--- src/rtl/risc_pkg.sv ---
`default_nettype none
// ============================================================================
//  Module      : risc_pkg
//  Description : Shared definitions for the operand fetch stage: opcode
//                constants, instruction field bit positions and the issue
//                FSM state encoding.
//  Revision    : 1.0 - initial release
// ============================================================================
package risc_pkg;

    // Opcode constants
    localparam logic [5:0] OP_RTYPE = 6'b000000;
    localparam logic [5:0] OP_HALT  = 6'b111111;

    // Instruction field bit positions
    localparam int OPC_MSB = 31;
    localparam int OPC_LSB = 26;
    localparam int RS_MSB  = 25;
    localparam int RS_LSB  = 22;
    localparam int RT_MSB  = 21;
    localparam int RT_LSB  = 18;
    localparam int RD_MSB  = 17;
    localparam int RD_LSB  = 14;
    localparam int IMM_MSB = 13;
    localparam int IMM_LSB = 0;
    localparam int IMM_W   = IMM_MSB - IMM_LSB + 1;

    // Issue FSM states
    typedef enum logic [2:0] {
        ST_IDLE    = 3'd0,
        ST_ISSUE   = 3'd1,
        ST_WAIT    = 3'd2,
        ST_CAPTURE = 3'd3,
        ST_VALID   = 3'd4
    } of_state_t;

endpackage : risc_pkg
`default_nettype wire

--- src/rtl/wb_snoop.sv ---
`default_nettype none
// ============================================================================
//  Module      : wb_snoop
//  Description : Watches the write-back bus while an operand read is in
//                flight. A matching write sets a hit flag and stores the
//                written data; the newest match wins. A match on the current
//                edge is forwarded combinationally so that a write landing on
//                the capture edge itself is not lost.
//  Revision    : 1.0 - initial release
// ============================================================================
module wb_snoop #(
    parameter int ADDR_WIDTH = 4,
    parameter int WIDTH      = 32
) (
    input  logic                  clk,
    input  logic                  rst_n,
    input  logic                  i_win,
    input  logic [ADDR_WIDTH-1:0] i_idx,
    input  logic                  i_wb_en,
    input  logic [ADDR_WIDTH-1:0] i_wb_addr,
    input  logic [WIDTH-1:0]      i_wb_data,
    input  logic                  i_clear,
    output logic                  o_hit,
    output logic [WIDTH-1:0]      o_data
);

    logic             r_hit;
    logic [WIDTH-1:0] r_data;
    logic             w_match;

    assign w_match = i_win & i_wb_en & (i_wb_addr == i_idx);

    // Record the most recent matching write-back inside the read window
    always_ff @(posedge clk or negedge rst_n) begin
        if (!rst_n) begin
            r_hit  <= 1'b0;
            r_data <= '0;
        end else if (i_clear) begin
            r_hit  <= 1'b0;
        end else if (w_match) begin
            r_hit  <= 1'b1;
            r_data <= i_wb_data;
        end
    end

    // A write on this very edge overrides anything stored earlier
    assign o_hit  = r_hit | w_match;
    assign o_data = w_match ? i_wb_data : r_data;

endmodule : wb_snoop
`default_nettype wire

--- src/rtl/operand_fetch.sv ---
`default_nettype none
// ============================================================================
//  Module      : operand_fetch
//  Description : Issue stage between fetch and ALU. Latches one instruction,
//                drives the register bank read ports for three cycles to
//                cover its two-edge read latency, captures operands (with
//                write-back bypass) and hands them off via valid/ready.
//  Revision    : 1.0 - initial release
// ============================================================================
module operand_fetch
    import risc_pkg::*;
#(
    parameter int ADDR_WIDTH = 4,
    parameter int WIDTH      = 32
) (
    input  logic                  clk,
    input  logic                  rst_n,
    // instruction side
    input  logic                  in_valid,
    output logic                  in_ready,
    input  logic [WIDTH-1:0]      in_instr,
    // register bank read side
    output logic                  read_port_1,
    output logic                  read_port_2,
    output logic [ADDR_WIDTH-1:0] addr_port_1,
    output logic [ADDR_WIDTH-1:0] addr_port_2,
    input  logic [WIDTH-1:0]      dout_port_1,
    input  logic [WIDTH-1:0]      dout_port_2,
    // write-back snoop
    input  logic                  wb_en,
    input  logic [ADDR_WIDTH-1:0] wb_addr,
    input  logic [WIDTH-1:0]      wb_data,
    // ALU side
    output logic                  out_valid,
    input  logic                  out_ready,
    output logic [5:0]            out_opcode,
    output logic [ADDR_WIDTH-1:0] out_rd,
    output logic [WIDTH-1:0]      out_a,
    output logic [WIDTH-1:0]      out_b
);

    of_state_t             r_state;
    of_state_t             w_next;
    logic [WIDTH-1:0]      r_instr;
    logic [5:0]            r_opcode;
    logic [ADDR_WIDTH-1:0] r_rd;
    logic [WIDTH-1:0]      r_a;
    logic [WIDTH-1:0]      r_b;

    logic                  w_accept;
    logic                  w_in_halt;
    logic                  w_window;
    logic                  w_is_rtype;
    logic [ADDR_WIDTH-1:0] w_rs;
    logic [ADDR_WIDTH-1:0] w_rt;
    logic [WIDTH-1:0]      w_imm_sext;
    logic                  w_hit_a;
    logic                  w_hit_b;
    logic [WIDTH-1:0]      w_snoop_a;
    logic [WIDTH-1:0]      w_snoop_b;
    logic [WIDTH-1:0]      w_opnd_a;
    logic [WIDTH-1:0]      w_opnd_b;

    // ------------------------------------------------------------------
    // Field decode
    // ------------------------------------------------------------------
    assign w_accept   = in_valid & (r_state == ST_IDLE);
    assign w_in_halt  = (in_instr[OPC_MSB:OPC_LSB] == OP_HALT);
    assign w_is_rtype = (r_instr[OPC_MSB:OPC_LSB] == OP_RTYPE);
    assign w_rs       = ADDR_WIDTH'(r_instr[RS_MSB:RS_LSB]);
    assign w_rt       = ADDR_WIDTH'(r_instr[RT_MSB:RT_LSB]);
    assign w_imm_sext = {{(WIDTH-IMM_W){r_instr[IMM_MSB]}}, r_instr[IMM_MSB:IMM_LSB]};

    // The read window spans ISSUE, WAIT and CAPTURE
    assign w_window = (r_state == ST_ISSUE) || (r_state == ST_WAIT) ||
                      (r_state == ST_CAPTURE);

    // ------------------------------------------------------------------
    // FSM
    // ------------------------------------------------------------------
    // State register; async reset discards any in-flight instruction
    always_ff @(posedge clk or negedge rst_n) begin
        if (!rst_n) begin
            r_state <= ST_IDLE;
        end else begin
            r_state <= w_next;
        end
    end

    // Next-state decode; HALT needs no bank access and skips the read window
    always_comb begin
        w_next = r_state;
        case (r_state)
            ST_IDLE:    if (in_valid) w_next = w_in_halt ? ST_VALID : ST_ISSUE;
            ST_ISSUE:   w_next = ST_WAIT;
            ST_WAIT:    w_next = ST_CAPTURE;
            ST_CAPTURE: w_next = ST_VALID;
            ST_VALID:   if (out_ready) w_next = ST_IDLE;
            default:    w_next = ST_IDLE;
        endcase
    end

    // Instruction latch on accept
    always_ff @(posedge clk or negedge rst_n) begin
        if (!rst_n) begin
            r_instr <= '0;
        end else if (w_accept) begin
            r_instr <= in_instr;
        end
    end

    // ------------------------------------------------------------------
    // Bank read ports: held steady over the whole window, low otherwise
    // ------------------------------------------------------------------
    assign read_port_1 = w_window;
    assign read_port_2 = w_window & w_is_rtype;
    assign addr_port_1 = read_port_1 ? w_rs : '0;
    assign addr_port_2 = read_port_2 ? w_rt : '0;

    // ------------------------------------------------------------------
    // Write-back snoop, one per operand. Flags clear outside the window so
    // every transaction starts fresh.
    // ------------------------------------------------------------------
    wb_snoop #(
        .ADDR_WIDTH (ADDR_WIDTH),
        .WIDTH      (WIDTH)
    ) u_snoop_a (
        .clk       (clk),
        .rst_n     (rst_n),
        .i_win     (read_port_1),
        .i_idx     (w_rs),
        .i_wb_en   (wb_en),
        .i_wb_addr (wb_addr),
        .i_wb_data (wb_data),
        .i_clear   (~w_window),
        .o_hit     (w_hit_a),
        .o_data    (w_snoop_a)
    );

    wb_snoop #(
        .ADDR_WIDTH (ADDR_WIDTH),
        .WIDTH      (WIDTH)
    ) u_snoop_b (
        .clk       (clk),
        .rst_n     (rst_n),
        .i_win     (read_port_2),
        .i_idx     (w_rt),
        .i_wb_en   (wb_en),
        .i_wb_addr (wb_addr),
        .i_wb_data (wb_data),
        .i_clear   (~w_window),
        .o_hit     (w_hit_b),
        .o_data    (w_snoop_b)
    );

    // Operand select: bypassed write-back beats bank data; I-type B is imm
    assign w_opnd_a = w_hit_a ? w_snoop_a : dout_port_1;
    assign w_opnd_b = !w_is_rtype ? w_imm_sext :
                      (w_hit_b ? w_snoop_b : dout_port_2);

    // ------------------------------------------------------------------
    // Output registers: loaded at capture, or at accept for HALT
    // ------------------------------------------------------------------
    // Load operands and control fields; held unchanged while stalled in VALID
    always_ff @(posedge clk or negedge rst_n) begin
        if (!rst_n) begin
            r_opcode <= '0;
            r_rd     <= '0;
            r_a      <= '0;
            r_b      <= '0;
        end else if (r_state == ST_CAPTURE) begin
            r_opcode <= r_instr[OPC_MSB:OPC_LSB];
            r_rd     <= ADDR_WIDTH'(r_instr[RD_MSB:RD_LSB]);
            r_a      <= w_opnd_a;
            r_b      <= w_opnd_b;
        end else if (w_accept && w_in_halt) begin
            r_opcode <= in_instr[OPC_MSB:OPC_LSB];
            r_rd     <= ADDR_WIDTH'(in_instr[RD_MSB:RD_LSB]);
            r_a      <= '0;
            r_b      <= '0;
        end
    end

    assign in_ready   = (r_state == ST_IDLE);
    assign out_valid  = (r_state == ST_VALID);
    assign out_opcode = r_opcode;
    assign out_rd     = r_rd;
    assign out_a      = r_a;
    assign out_b      = r_b;

endmodule : operand_fetch
`default_nettype wire

--- config.mk ---
export PLATFORM = sky130hd
export DESIGN_NAME = operand_fetch
export DESIGN_NICKNAME = d
export VERILOG_FILES = /design/src/rtl/risc_pkg.sv /design/src/rtl/wb_snoop.sv /design/src/rtl/operand_fetch.sv
export SDC_FILE = /design/constraint.sdc
export NUM_CORES = 1
export LEC_CHECK = 0
export ABC_AREA = 1
export BUFFER_PORTS_ARGS = -buffer_cell sky130_fd_sc_hd__buf_2
export CAP_MARGIN = 5
export CELL_PAD_IN_SITES_DETAIL_PLACEMENT = 1
export CELL_PAD_IN_SITES_GLOBAL_PLACEMENT = 1
export CORE_UTILIZATION = 34
export DETAILED_ROUTE_END_ITERATION = 10
export HOLD_SLACK_MARGIN = 0.12
export PLACE_DENSITY_LB_ADDON = 0.1
export SYNTH_ARGS = -nofsm -noshare
export SYNTH_HDL_FRONTEND = slang
export SYNTH_SLANG_ARGS = --single-unit
--- constraint.sdc ---
create_clock -name clk -period 4.05 [get_ports clk]
set_input_delay 0 -clock clk [delete_from_list [all_inputs] [get_ports clk]]
set_output_delay 0 -clock clk [all_outputs]
set_load 0.005 [all_outputs]
==> flow_summary.yaml <==
status:
  outcome: "completed"
pwr:
  ir_worst_vdd_uv: 285
  power_frac_comb_pct: 38.4
  power_mw: 7.34
  power.density_mw_per_mm2: 617
  seq_power_share_pct: 38.5
  p_switching_mw: 2.92
  power.internal_mw: 4.42
  p_leak_nw: 6.78
  power_frac_clock_pct: 23.1
  swShare_pct: 39.7
clock_tree:
  clockRootBuffer: "clkbuf_16"
  post_cts_buffers: 0
  clockBufferDepth: 2
  clock-sinks: 175
  ctsResizeCount: 0
  insertion_delay_ns: 0.44
  cts_made_buffers: 17
  cts-htree-levels: 4
  clk_pin_slew_worst_paths_ns: 0.07
  cts_tree: "done"
worst_setup_path:
  required_ns: 4.42
  r2r_end: "out_b[13]"
  rr_worst_depth: 9
  r2r_start: "r_state[0]"
  critPathLaunch: "r_state[0]"
  cp_max_fo: 64
  cp.arrival_ns: 3.17
  crit_path_start_kind: "flop"
  crit_end: "out_b[13]"
  reg2reg_setup_slack_ns: 1.25
  end_kind: "flop"
  critPathKind: "flop to flop"
die:
  start_util_pct: 35.1
  die_h_um: 161
  io_pins: 223
  die-area_sq_mm: 0.0260
  rows: 57
  die_x_um: 161
  coreArea_sq_mm: 0.0246
run:
  cap_violations: 0
yosys:
  yosysSeqAreaShare_pct: 50.8
  syn_nets: 1300
  async_flop_share_pct: 100
  syn_avg_cell_area_sq_um: 7.42
  synth-xor-area-share_pct: 0.305
  synth.largest_area_cell: "dfrtp_1"
  synth_top_family_by_area: "simple AND/OR/NAND/NOR gates"
  synthSimpleGateAreaFrac_pct: 35.0
  synth_area_leaders: "dfrtp_1, nand2_1, nand3_1"
  muxShareOfSynthArea_pct: 0
  yosys_warnings: 0
  synthesis.area_sq_mm: 0.00863
  netlist.area_leader.share_pct: 50.8
  synth_edf_count: 0
  yosys.area_share.adder_pct: 0
  synth_flop_cell: "dfrtp_1"
  synthDistinctLibCells: 29
  synth_cells: 1163
  synth.most_common_cell: "nand2_1"
  synth_compound_area_share_pct: 4.05
  synthTopCellsByCount: "nand2_1, dfrtp_1, nand3_1"
  synth_seq_cells: 175
routing:
  drc: 0
  wl_per_cell_um: 15.6
  dr.pass1.iters: 4
  ant_nets: 0
  routed_wl_um: 28500
  dr.first_iter.drc_count: 331
  vias: 8531
  vias_per_cell: 4.67
global_routing:
  grt_pass1_wl_um: 46500
  overflow: 0
  grt_use_total_pct: 22.8
  grt_start_max_net_pins: 114
  antenna_found_initial: 1
  grt_pass1_vias: 9066
timing:
  final.setup.worst_slack_ns: 1.25
  tightest_slew_ns: 1.03
  maxSlewHeadroom_pct: 31.4
  max_clock_freq_mhz: 357
  hold_viol_final: 0
  drv_slew: 0
  fin_skew_ns: 0.0151
  period_needed_ns: 2.80
  rsz0062_at_grt: "no"
  finalSetupTns_ns: 0
  fin_crit_sh_pct: 69.2
  setup_viol: 0
placement:
  place_hpwl_um: 19100
  preCtsSetupSlack_ns: 1.29
  port_buffers: 222
  finalWeightedCongestion: 0.784
final_layout:
  area_delta_synth_final_pct: 38.0
  drive_gt1_share_pct: 19.0
  nets: 1626
min_path:
  hold_depth: 6
  worstHoldPathType: "input pin to flop"
-- worst min path at each step --
stage,startpoint,end,slack [ns]
after floorplan,rst_n,out_a[0],-0.30
after global placement,rst_n,out_a[17],0.21
after detailed placement,rst_n,out_a[17],0.20
after CTS,wb_en,u_snoop_b.r_data[3],0.19
after global routing,wb_en,u_snoop_b.r_data[9],0.24
final,wb_en,u_snoop_b.r_data[3],0.21
-- cells by family after synthesis --
family,Yosys count
buf+inv,205
compound gates,58
flops,175
xor+xnor,3
simple gates,722
-- sequential cells by signal (all words and copies together), names as in the netlist --
name	flops
out_rd	4
u_snoop_b.r_data	32
r_state	3
u_snoop_a.r_hit	1
r_instr	32
u_snoop_a.r_data	32
out_opcode	6
u_snoop_b.r_hit	1
out_a	32
out_b	32
-- stage by stage --
stage	hold WS (ns)	util, %	std cells	area, sq um
4_1_cts	0.190	48.4	1826	11900
6_report	0.208	48.4	1827	11900
5_1_grt	0.240	48.4	1827	11900
2_1_floorplan	-0.296	-	1163	8630
3_5_place_dp	0.204	40.5	1661	9980
3_3_place_gp	0.207	40.5	1661	9980
-- cell type report --
class	instances	area (sq um)
multi-input cells	783	3410
repair buffers	370	2580
clock inverters	14	163
diodes	1	2.50
flip-flops and latches	175	4380
well taps	324	405
inverters	142	533
fillers	3067	12700
clock buffers	18	429
-- layer usage --
| metal | track usage (%) | share of wire [%] | vias to the layer above |
|---|---|---|---|
| li1 | - | - | 4248 |
| met1 | 27.9 | 44 | 4074 |
| met2 | 40.5 | 51 | 176 |
| met3 | 4.83 | 4.2 | 33 |
| met4 | 5.96 | 1.4 | 0 |
| met5 | 0 | 0 | - |
-- what timing repair did --
item                                    CTS  global route
endpoints found under the hold margin   278             0
hold buffers                            133             0
endpoints found under the setup margin    0             0
-- critical path: stages, from the launching register on --
cell     delay, ns
dfrtp_1       0.43
inv_2         0.09
nand2_4       0.10
nor2_1        0.06
nand2_1       0.39
inv_2         0.44
a21oi_4       0.30
buf_4         0.65
nand2_1       0.15
nand2_1       0.11
-- power by group through the flow --
stage	Clock [mW]	Combinational [mW]	Sequential [mW]
6_report	1.70	2.82	2.82
5_1_grt	1.80	3.25	2.91
4_1_cts	1.75	2.86	2.84
3_5_place_dp	0	2.74	2.86
3_3_place_gp	0	2.65	2.85
2_1_floorplan	0	1.73	2.82
-- layout by cell type, fill, tap and decap left out, types with 4 or more instances in the layout --
cell type / instances
nand3_1: 161
buf_2: 221
o21ai_0: 26
inv_6: 6
dfrtp_1: 175
inv_8: 5
inv_1: 125
dlygate4sd3_1: 133
a21oi_1: 16
clkinv_1: 12
a31oi_1: 4
clkbuf_16: 17
nand2_1: 508
buf_4: 14
nand4_1: 20
o22a_1: 6
nor2_1: 22
inv_2: 5
No activity file was read; power rests on OpenSTA's default activity.
